## config.mk

```make
export PLATFORM = sky130hd
export DESIGN_NAME = fetch_pc_unit
export DESIGN_NICKNAME = d
export VERILOG_FILES = /design/src/rtl/fetch_pc_unit.sv
export SDC_FILE = /design/constraint.sdc
export NUM_CORES = 1
export LEC_CHECK = 0
export BUFFER_PORTS_ARGS = -buffer_cell sky130_fd_sc_hd__buf_2
export CAP_MARGIN = 20
export CORE_MARGIN = 2
export CORE_UTILIZATION = 48
export CTS_BUF_LIST = sky130_fd_sc_hd__clkbuf_16
export DETAILED_ROUTE_END_ITERATION = 8
export GPL_ROUTABILITY_DRIVEN = 0
export PLACE_DENSITY = 0.78
export REMOVE_ABC_BUFFERS = 1
export SETUP_SLACK_MARGIN = 0.4
export SYNTH_ARGS = -nofsm -noshare
export SYNTH_HDL_FRONTEND = slang
export SYNTH_SLANG_ARGS = --single-unit
```

## constraint.sdc

```tcl
create_clock -name clk -period 2.4 [get_ports clk]
set_input_delay 0.12 -clock clk [delete_from_list [all_inputs] [get_ports clk]]
set_output_delay 0.12 -clock clk [all_outputs]
set_load 0.1 [all_outputs]
```

## src/rtl/fetch_pc_unit.sv

```systemverilog
// Instruction-fetch stage: owns the PC, fetches over a req/ready handshake,
// holds each word for decode and resolves branch/JAL/JALR redirects.
module fetch_pc_unit #(
    parameter logic [31:0] RESET_PC = 32'h0000_0000,
    parameter int          XLEN     = 32
) (
    input  logic            clk,
    input  logic            rst,
    output logic            imem_req,
    output logic [XLEN-1:0] imem_addr,
    input  logic            imem_ready,
    input  logic [XLEN-1:0] imem_rdata,
    input  logic            stall,
    input  logic            redirect_valid,
    input  logic [1:0]      redirect_kind,
    input  logic [XLEN-1:0] imm,
    input  logic [XLEN-1:0] rs1_data,
    output logic [XLEN-1:0] inst,
    output logic [XLEN-1:0] inst_pc,
    output logic [XLEN-1:0] pc_plus4,
    output logic            inst_valid,
    output logic            misalign_err
);

    // state   | meaning
    // S_BOOT  | one idle cycle after reset
    // S_FETCH | request outstanding at pc, waiting for imem_ready
    // S_HOLD  | instruction presented to decode
    // S_HALT  | misaligned redirect seen; wait for reset
    typedef enum logic [1:0] {
        S_BOOT,
        S_FETCH,
        S_HOLD,
        S_HALT
    } state_t;

    state_t          state;
    logic [XLEN-1:0] pc;
    logic [XLEN-1:0] jalr_sum;
    logic [XLEN-1:0] target;

    assign imem_addr = pc;
    assign pc_plus4  = inst_pc + 32'd4;
    assign jalr_sum  = rs1_data + imm;

    // Reserved kind falls back to sequential flow.
    always_comb begin
        target = pc_plus4;
        if (redirect_valid) begin
            case (redirect_kind)
                2'b00, 2'b01: target = inst_pc + imm;
                2'b10:        target = {jalr_sum[XLEN-1:1], 1'b0};
                default:      target = pc_plus4;
            endcase
        end
    end

    always_ff @(posedge clk) begin
        if (rst) begin
            state        <= S_BOOT;
            pc           <= RESET_PC;
            imem_req     <= 1'b0;
            inst         <= '0;
            inst_pc      <= RESET_PC;
            inst_valid   <= 1'b0;
            misalign_err <= 1'b0;
        end else begin
            case (state)
                S_BOOT: begin
                    state    <= S_FETCH;
                    imem_req <= 1'b1;
                end
                S_FETCH: begin
                    if (imem_ready) begin
                        inst       <= imem_rdata;
                        inst_pc    <= pc;
                        inst_valid <= 1'b1;
                        imem_req   <= 1'b0;
                        state      <= S_HOLD;
                    end
                end
                S_HOLD: begin
                    if (!stall) begin
                        inst_valid <= 1'b0;
                        if (target[1:0] != 2'b00) begin
                            misalign_err <= 1'b1;
                            state        <= S_HALT;
                        end else begin
                            pc       <= target;
                            imem_req <= 1'b1;
                            state    <= S_FETCH;
                        end
                    end
                end
                S_HALT: begin
                    imem_req   <= 1'b0;
                    inst_valid <= 1'b0;
                end
            endcase
        end
    end

endmodule

```

# Word-level counts from Yosys, hierarchy flattened
# Index checks and enable logic that the tools add are counted.
dict set report op_classes {
  n_addsub 3
  multipliers 0
  div_mod_pow 0
  n_lt_le_gt_ge 0
  eq_ne 8
  shift 0
  mux 13
  bitwise_logic 2
  n_reduce_logical 12
}
# op count
set ops {}
lappend ops {{adder 32 bit} 2}
lappend ops {{one-hot mux 32 bit (2 select lines)} 1}
lappend ops {{adder 32 x 3 -> 32 bit, second input constant} 1}
lappend ops {{2-to-1 mux 32 bit} 1}
lappend ops {{AND reduction 3 bit} 5}
lappend ops {{equality test 2 bit, second input constant} 3}
lappend ops {{2-to-1 mux 2 bit} 3}
lappend ops {{inequality test 2 bit, second input constant} 3}
lappend ops {{one-hot mux 2 bit (3 select lines)} 1}
lappend ops {{nonzero test 3 bit} 2}
lappend ops {{2-to-1 mux 1 bit} 5}
lappend ops {{equality test 2 x 1 -> 1 bit, second input constant} 2}
lappend ops {{logical NOT 2 bit} 2}
lappend ops {{one-hot mux 1 bit (4 select lines)} 1}
lappend ops {{one-hot mux 1 bit (3 select lines)} 1}
lappend ops {{NOT 1 bit} 2}
lappend ops {{AND reduction 2 bit} 1}
lappend ops {{nonzero test 2 bit} 1}
lappend ops {{OR reduction 2 bit} 1}
dict set report totals {
  ff_bits 101
  latch_bits 0
  ramBits 0
  romBits 0
  inputBits 103
  out_inout_bits 131
  word_cells 45
  mem_count 0
}

# Longest topological paths before layout
# Gate-level depths: netlist (run 1).
dict set report logic_depth {
  depth_word 8
  depth_mapped 12
  depth_no_buf 12
}

# Worst setup path before layout (run 1)
# Ideal clock, no wire load.
dict set report synth_timing {
  path_type {reg2reg}
  start {reg inst_pc[6]}
  end {reg pc[27], in the netlist imem_addr[27]}
  setup_ns 0.088
  t_arrival_ns 4.506
  t_required_ns 2.312
  setup_slack_ns -2.194
  stages_incl_launch_ff 9
  path_buffers 0
  period_less_slack_ns 4.594
  path_cell_list {dfxtp_1 -> and4_1 -> nand2_1 -> or3_4 -> nor3_2 -> nand2_1 -> xnor2_1 -> a221oi_1 -> a311oi_2}
}
dict set report synth_between {
  elab_chain_cells 3
  word_cells_on_any_way 4
  classes_between {add/sub: 2; mux: 2}
}
# element line
set synth_rtl {}
lappend synth_rtl {{from (decl)} 19} ;# output logic [XLEN-1:0] inst_pc,
lappend synth_rtl {{from (signal assigned)} 76} ;# inst_pc <= pc;
lappend synth_rtl {{adder 32 x 3 -> 32 bit (*)} 43} ;# assign pc_plus4 = inst_pc + 32'd4;
lappend synth_rtl {{named net pc_plus4[27]} 20} ;# output logic [XLEN-1:0] pc_plus4,
lappend synth_rtl {{one-hot mux 32 bit (2 select lines)} 50} ;# case (redirect_kind)
lappend synth_rtl {{2-to-1 mux 32 bit (*)} 49} ;# if (redirect_valid) begin
lappend synth_rtl {{to (signal assigned)} 89} ;# pc <= target;
lappend synth_rtl {{to (decl)} 38} ;# logic [XLEN-1:0] pc;
# The timed path passes the listed nets; every way through them passes the cells marked *.
# A chain may end at the register's enable or synchronous reset.

# Final worst setup path (run 1)
dict set report layout_timing {
  start {reg inst_pc[10]}
  end {reg pc[27], in the netlist imem_addr[27]}
}
dict set report layout_between {
  elab_chain_cells 3
  word_cells_on_any_way 4
  classes_between {add/sub: 2; mux: 2}
}
# element line
set layout_rtl {}
lappend layout_rtl {{adder 32 x 3 -> 32 bit / adder 32 bit (equally long branches)} {43, 51}}
lappend layout_rtl {{one-hot mux 32 bit (2 select lines)} 50}
lappend layout_rtl {{2-to-1 mux 32 bit (*)} 49}
# Every way passes the cells marked *; elsewhere a longest branch is shown, timed or not.

==> results.md, run 1 <==
* Critical-path cell list: ha_1 -> nand3_2 -> buf_4 -> nor2_1 -> a221oi_2 -> a21oi_1 -> buf_4 -> a211o_1 -> a31oi_2 -> xnor2_1 -> nand2_1 -> a311oi_2
* Avg Inst Size Synth at 7.38 µm²
* Drt wl/cell at 19.7 µm
* FF-to-FF End: imem_addr[27]
* Layout area overhead at 63.7%
* P per Cell Area at 398 nW/µm²
* Peak supply drop at 413 µV
* CTS tree: yes
* Leak Pwr at 6.27 nW
* Global-route wire length before repair at 50900 µm
* Sequential share of the synthesized area at 25.4%
* Antenna cells at 0
* Reg2reg path depth at 12
* ANT nets after route at 0
* Worst slew pin tran at 0.613 ns
* Synth cell types at 68
* Detailed placement HPWL at 21500 µm
* Async S/R FF share, synth at 0%
* Worst Hold Launch: imem_rdata[18]
* Post-route cell area at 13000 µm²
* Bufs on Longest Clock Path at 2
* Fraction of layout cells with a size suffix above 1 at 41.9%
* Area of the multi-input gates at 6540 µm²
* Post-synth top cells: nand2_1, a21oi_1, dfxtp_1
* Outcome: finished, violations left
* Critical path launch point type: flip-flop
* Top-count cell post-synth: nand2_1
* Post-layout min period at 2.68 ns
* # setup viols final at 34
* EDFF count, synth at 0
* Cells taking the most area after synthesis: dfxtp_1, ha_1, nand2_1
* Mean number of vias per cell at 6.10
* Num CTS Buffers at 9
* Pin count of the biggest net entering global routing at 65
* First-pass iteration count of the detailed router at 6
* Final Util at 79.4%
* Critical Path Sink Type: flip-flop
* Hold slack final at -0.00416 ns
* Worst skew pair latency at 0.37 ns
* GRT overflow at 0
* Hold Path Class: input port to flip-flop
* Crit-path max cell delay at 0.33 ns
* Total power draw at 5.18 mW
* Vias in the first global route at 10202
* CTS clk-pin slew, worst paths at 0.09 ns
* Final net count at 1700
* Hold Fails Final Rpt at 1
* Crit path launch: inst_pc[10]
* Synth Register Bits at 101
* CP max stage cell: dfxtp_2
* Port bufs at 233
* Synth area leader: dfxtp_1
* Residual DRC at 0
* Chip Height at 133 µm
* CP required at 2.69 ns
* CP Class: flip-flop to flip-flop
* Placement Cell Area at 10800 µm²
* Number of cell rows at 47
* Synth Cell Area at 7950 µm²
* Die Area at 17600 µm²
* Ys flop type: dfxtp_1
* Initial antenna violation count at 0
* Initial Util at 48.5%
* H-tree levels at 3
* Skew final at 0.0106 ns
* Die W at 133 µm
* Final wirelength at 34600 µm
* Initial drt markers at 1314
* Unrepaired setup endpoints after global routing: yes
* WP data arrival at 2.97 ns
* Gr usage total at 35.7%
* Most frequent CP cell: buf_4
* Warnings from Yosys at 0
* Setup TNS at -5.36 ns
* Root buffer cell: clkbuf_16
* Max-slew violations at 0
* Period utilisation layout at 112%
* Cells after Synth at 1077
* Final worst slack at -0.283 ns
* Via count at 10701
* Critical Path End: imem_addr[27]
* Failing checks: negative hold slack, negative setup slack
* Slew HR at 58.8%
* Crit-path max FO at 4
* Crit Reg-Reg Startpoint: inst_pc[10]
* Reg area at 2050 µm²
* Core area at 16400 µm²
* Clock sink total at 101
* # fillers at 1003
* Reg2Reg Setup Slack at -0.28 ns
* Fmax at 0.373 GHz
* Number of I/O pins at 234
* Max-Cap Viols at 0
* Post-synth top area share at 25.4%
## layout by cell type, fill, tap and decap left out, types with 10 or more instances in the layout
master         count
a21o_1            29
nor3_1            24
a211oi_1          12
buf_4            198
xor2_1            19
nor2_1            66
buf_2            204
nor2b_1           10
o21ai_0           32
buf_12            26
a21oi_2           14
and3_1            12
a21oi_1          121
ha_1              60
dfxtp_1           88
nand3_1           19
dfxtp_2           10
xnor2_2           13
buf_6             34
nand2_1          195
o22ai_1           10
inv_1             25
dlygate4sd3_1     30
xnor2_1           26
## per-stage QoR
step | instances | setup slack, ns | hold slack (ns)
floorplan | 1024 | -2.84 | 0.188
global placement | 1656 | -0.432 | 0.360
detailed placement | 1656 | -0.481 | 0.365
CTS | 1731 | -0.176 | 0.000113
global route | 1754 | -0.370 | 0.0198
finish | 1754 | -0.283 | -0.00416
## worst max-delay path: cells and delay by family (launching register included)
family                     cells  cell delay, ns
AOI/OAI and AO/OA              5            1.21
DFF                            1            0.33
buffers and inverters          2            0.32
adders and majority gates      1            0.31
and+or+nand+nor                3            0.27
xor gates and xnor gates       1            0.15
## cell families (layout without fill, tap and decap cells)
kind of cell | after synthesis | count (layout) | synth area share, %
fa+ha+maj | 68 | 68 | 10.9
buf+inv | 80 | 537 | 3.98
mux | 7 | 7 | 0.897
flops | 101 | 101 | 25.4
simple gates | 412 | 412 | 23.5
xor+xnor | 72 | 72 | 8.02
compound gates | 337 | 337 | 27.3
## state kept, by name, indices dropped and copies added (netlist names)
| signal | cells |
|---|---|
| inst_pc | 32 |
| imem_req | 1 |
| misalign_err | 1 |
| inst_valid | 1 |
| imem_addr | 32 |
| state | 2 |
| inst | 32 |
## worst min-delay path by stage
stage | cells past startpoint | slack (ns) | endpoint
floorplan | 1 | 0.19 | imem_addr[27]
global placement | 3 | 0.36 | inst[1]
detailed placement | 3 | 0.37 | inst[19]
CTS | 3 | 0.0001 | inst[9]
global route | 3 | 0.02 | inst[9]
finish | 3 | -0.004 | inst[18]
## cell type report
class / count / share of cell area, %
well taps: 220 / 2.11
inverters: 27 / 0.836
multi-input cells: 896 / 50.2
clock buffers: 9 / 1.73
flip-flops and latches: 101 / 15.7
clock inverters: 7 / 0.682
repair buffers: 494 / 28.7
## what timing repair did
item,CTS,global route
pin swaps,87,56
endpoints found under the hold margin,30,0
setup buffers,29,23
endpoints found under the setup margin,60,60
hold buffers,30,0
resized for setup,195,63
## report_power, final
part	leakage, nW	switching (mW)	internal (mW)
clock	0.150	0.775	0.835
sequential	0.825	0.0341	1.73
combinational	5.29	1.18	0.625
total	6.27	1.99	3.19
## per-layer routing
| metal | up-vias | track usage, % | routed length (µm) |
|---|---|---|---|
| met5 | - | 0 | 0 |
| met4 | 0 | 19.7 | 2440 |
| met3 | 237 | 6.51 | 3570 |
| met2 | 779 | 58.8 | 15900 |
| met1 | 4899 | 44.1 | 12700 |
| li1 | 4786 | - | - |
Power figures use the tool's default switching activity.
==> inputs of run 2 (changes only) <==
--- a/config.mk
+++ b/config.mk
@@ -5,14 +5,17 @@
 export SDC_FILE = /design/constraint.sdc
 export NUM_CORES = 1
 export LEC_CHECK = 0
+export ABC_CLOCK_PERIOD_IN_PS = 3150
 export BUFFER_PORTS_ARGS = -buffer_cell sky130_fd_sc_hd__buf_2
 export CAP_MARGIN = 20
+export CELL_PAD_IN_SITES_DETAIL_PLACEMENT = 1
+export CELL_PAD_IN_SITES_GLOBAL_PLACEMENT = 1
 export CORE_MARGIN = 2
-export CORE_UTILIZATION = 48
+export CORE_UTILIZATION = 41
 export CTS_BUF_LIST = sky130_fd_sc_hd__clkbuf_16
 export DETAILED_ROUTE_END_ITERATION = 8
 export GPL_ROUTABILITY_DRIVEN = 0
-export PLACE_DENSITY = 0.78
+export PLACE_DENSITY_LB_ADDON = 0.1
 export REMOVE_ABC_BUFFERS = 1
 export SETUP_SLACK_MARGIN = 0.4
 export SYNTH_ARGS = -nofsm -noshare
==> constraint.sdc (replaced) <==
create_clock -name clk -period 3.15 [get_ports clk]
set_input_delay 0.1575 -clock clk [delete_from_list [all_inputs] [get_ports clk]]
set_output_delay 0.1575 -clock clk [all_outputs]
set_load 0.1 [all_outputs]
==> run 2 against run 1 <==
The run now ends clean. Register-to-register slack better by 0.67 ns. Global-route usage decreased by 5.9 points. Critical path depth decreased by 2. Utilization fell by 25 points. Combinational power shrank 34%.
==> results.md, run 2 (synthesis results as in run 1) <==
* Critical path buffer and inverter count at 1 (-1)
* Critical path launch point type: flip-flop
* # setup viols final at 0 (-100%)
* Bufs on Longest Clock Path at 2 (unchanged)
* CP max stage cell: or3_4
* Hold Fails Final Rpt at 0 (-1)
* Detailed placement HPWL at 23700 µm (+11%)
* Flop pwr share at 36.4% (+2.4 points)
* FF-to-FF End: imem_addr[29]
* Crit Reg-Reg Startpoint: inst_pc[10]
* Skew final at 0.0144 ns (+0.00378 ns)
* Port bufs at 233 (unchanged)
* CP Class: flip-flop to flip-flop
* Layout area overhead at 28.8%
* Root buffer cell: clkbuf_16
* Die W at 143 µm (+8.0%)
* Leak Pwr at 4.71 nW (-25%)
* Number of cell rows at 50 (+6.4%)
* Unrepaired setup endpoints after global routing: yes
* WP depth at 10 (-2)
* Initial drt markers at 526 (-60%)
* Worst slew pin tran at 0.769 ns (+0.156 ns)
* Number of I/O pins at 234 (unchanged)
* Period utilisation layout at 87.6% (-24 points)
* Reg2Reg Setup Slack at 0.39 ns (+0.67 ns)
* Global-route wire length before repair at 48000 µm (-5.9%)
* Crit-path max cell delay at 0.42 ns (+0.09 ns)
* Worst Hold Launch: imem_rdata[16]
* Critical Path Sink Type: flip-flop
* Clock sink total at 101 (unchanged)
* P per Cell Area at 359 nW/µm² (-9.7%)
* Worst hold path stage count at 3 (unchanged)
* Total power draw at 3.68 mW (-29%)
* Hold endpoint: inst[16]
* Drt wl/cell at 20.4 µm (+3.5%)
* Most frequent CP cell: or3_4
* Switching Share at 39.8% (+1.3 points)
* Clock power share at 31.3% (+0.2 points)
* CP top delay family: simple AND/OR/NAND/NOR gates
* Worst skew pair latency at 0.36 ns (about the same)
* ANT nets after route at 0 (unchanged)
* Antenna cells at 0 (unchanged)
* Chip Height at 143 µm (+8.0%)
* Crit-path max FO at 8 (+4)
* Internal Dissipation at 2.21 mW (-30%)
* CP required at 3.35 ns (+0.66 ns)
* Most frequent cells in the layout: buf_2, nand2_1, a21oi_1, dfxtp_1, nor2_1
* Reg2reg path depth at 10 (-2)
* WP data arrival at 2.96 ns (about the same)
* Die Area at 20500 µm² (+17%)
* H-tree levels at 3 (unchanged)
* Core area at 18900 µm² (+15%)
* Post-layout min period at 2.76 ns (+0.0759 ns)
* Pin count of the biggest net entering global routing at 65 (unchanged)
* Commonest non-fill, non-tap cell in the layout: buf_2
* Mean number of vias per cell at 5.78 (-5.3%)
* CTS Hold Buffers Added at 0 (-100%)
* Hold Path Class: input port to flip-flop
* CTS tree: yes
* Residual DRC at 0 (unchanged)
* Max-Cap Viols at 0 (unchanged)
* Final wirelength at 32000 µm (-7.5%)
* Max-slew violations at 0 (unchanged)
* Initial antenna violation count at 0 (unchanged)
* Final net count at 1473 (-13%)
* CTS clk-pin slew, worst paths at 0.08 ns (about the same)
* Initial Util at 42.1% (-6.4 points)
* Final Util at 54.2% (-25 points)
* Gr usage total at 29.8% (-5.9 points)
* Critical-path cell list: and3_2 -> nand3_4 -> or3_4 -> nor3_4 -> nand4_1 -> xnor2_2 -> buf_4 -> or3_4 -> o21ai_2 -> a211oi_1
* Global Route met3 Usage at 4.09% (-2.4 points)
* GR met2 Demand/Resource at 49.8% (-9.0 points)
* Outcome: completed
* Peak supply drop at 234 µV (-43%)
* Comb pwr share at 32.3% (-2.6 points)
* Vias in the first global route at 8876 (-13%)
* GRT overflow at 0 (unchanged)
* Num CTS Buffers at 9 (unchanged)
* Switching Power at 1.46 mW (-27%)
* Fmax at 0.362 GHz (-2.8%)
* Most Crowded Layer GR: met2
* GRT met1 Usage at 40.6% (-3.5 points)
* Via count at 9055 (-15%)
* First-pass iteration count of the detailed router at 4 (-2)
* Fraction of layout cells with a size suffix above 1 at 29.2% (-13 points)
* Slew HR at 48.7% (-10 points)
run 2: changes by cell type in the layout (fill, tap and decap cells not counted), sizes merged:
cell / previous run / this run
clkinv: 1 / 3
clkbuf: 9 / 13
buf: 464 / 263
dlygate4sd3: 30 / 0
inv: 31 / 30
bufinv: 1 / 0
run 2: worst max-delay path by stage:
stage	slack [ns]	end	start
6_report	0.39	imem_addr[29]	inst_pc[10]
5_1_grt	0.29	imem_addr[29]	inst_pc[10]
4_1_cts	0.32	pc_plus4[28]	inst_pc[13]
3_5_place_dp	0.20	imem_addr[25]	inst_pc[8]
3_3_place_gp	0.28	imem_addr[25]	inst_pc[8]
2_1_floorplan	-2.09	imem_addr[19]	inst_pc[0]
run 2: timing repair:
action	CTS	global route
setup endpoints to repair	31	40
gates cloned	0	0
pin swaps	4	11
gates resized for setup	46	76
buffers inserted	3	5
run 2: cell type report:
| cell class | instances | area [µm²] |
|---|---|---|
| clock inverters | 7 | 68.8 |
| fillers | 2472 | 8650 |
| inverters | 27 | 101 |
| repair buffers | 267 | 1510 |
| well taps | 260 | 325 |
| clock buffers | 9 | 225 |
| flip-flops and latches | 101 | 2060 |
| multi-input cells | 896 | 5950 |
run 2: worst min-delay path, delay by kind of cell:
kind / cells / cell delay, ns
buffers and inverters: 1 / 0.10
AO/OA/AOI/OAI: 1 / 0.05
AND/OR/NAND/NOR: 1 / 0.04
run 2: power by group through the flow:
stage / Clock [mW] / Sequential, mW / Combinational, mW
2_1_floorplan: 0 / 1.65 / 0.516
3_3_place_gp: 0 / 1.37 / 1.13
3_5_place_dp: 0 / 1.37 / 1.14
4_1_cts: 1.17 / 1.34 / 1.15
5_1_grt: 1.22 / 1.34 / 1.27
6_report: 1.15 / 1.34 / 1.19
run 2: metal layers:
| layer | wire length, µm | part of all wire (%) | up-vias |
|---|---|---|---|
| li1 | - | - | 4316 |
| met1 | 14400 | 45 | 4378 |
| met2 | 15200 | 48 | 306 |
| met3 | 1700 | 5.3 | 55 |
| met4 | 671 | 2.1 | 0 |
| met5 | 0 | 0 | - |
run 2: per-stage QoR:
step	area, µm²	hold WS (ns)	instances	setup TNS, ns	setup slack [ns]
finish	10200	0.0200	1567	0	0.391
global route	10200	0.0192	1567	0	0.286
CTS	9930	0.0160	1562	0	0.318
detailed placement	9470	0.406	1543	0	0.201
global placement	9470	0.398	1543	0	0.277
floorplan	7740	0.225	1024	-67.34	-2.09
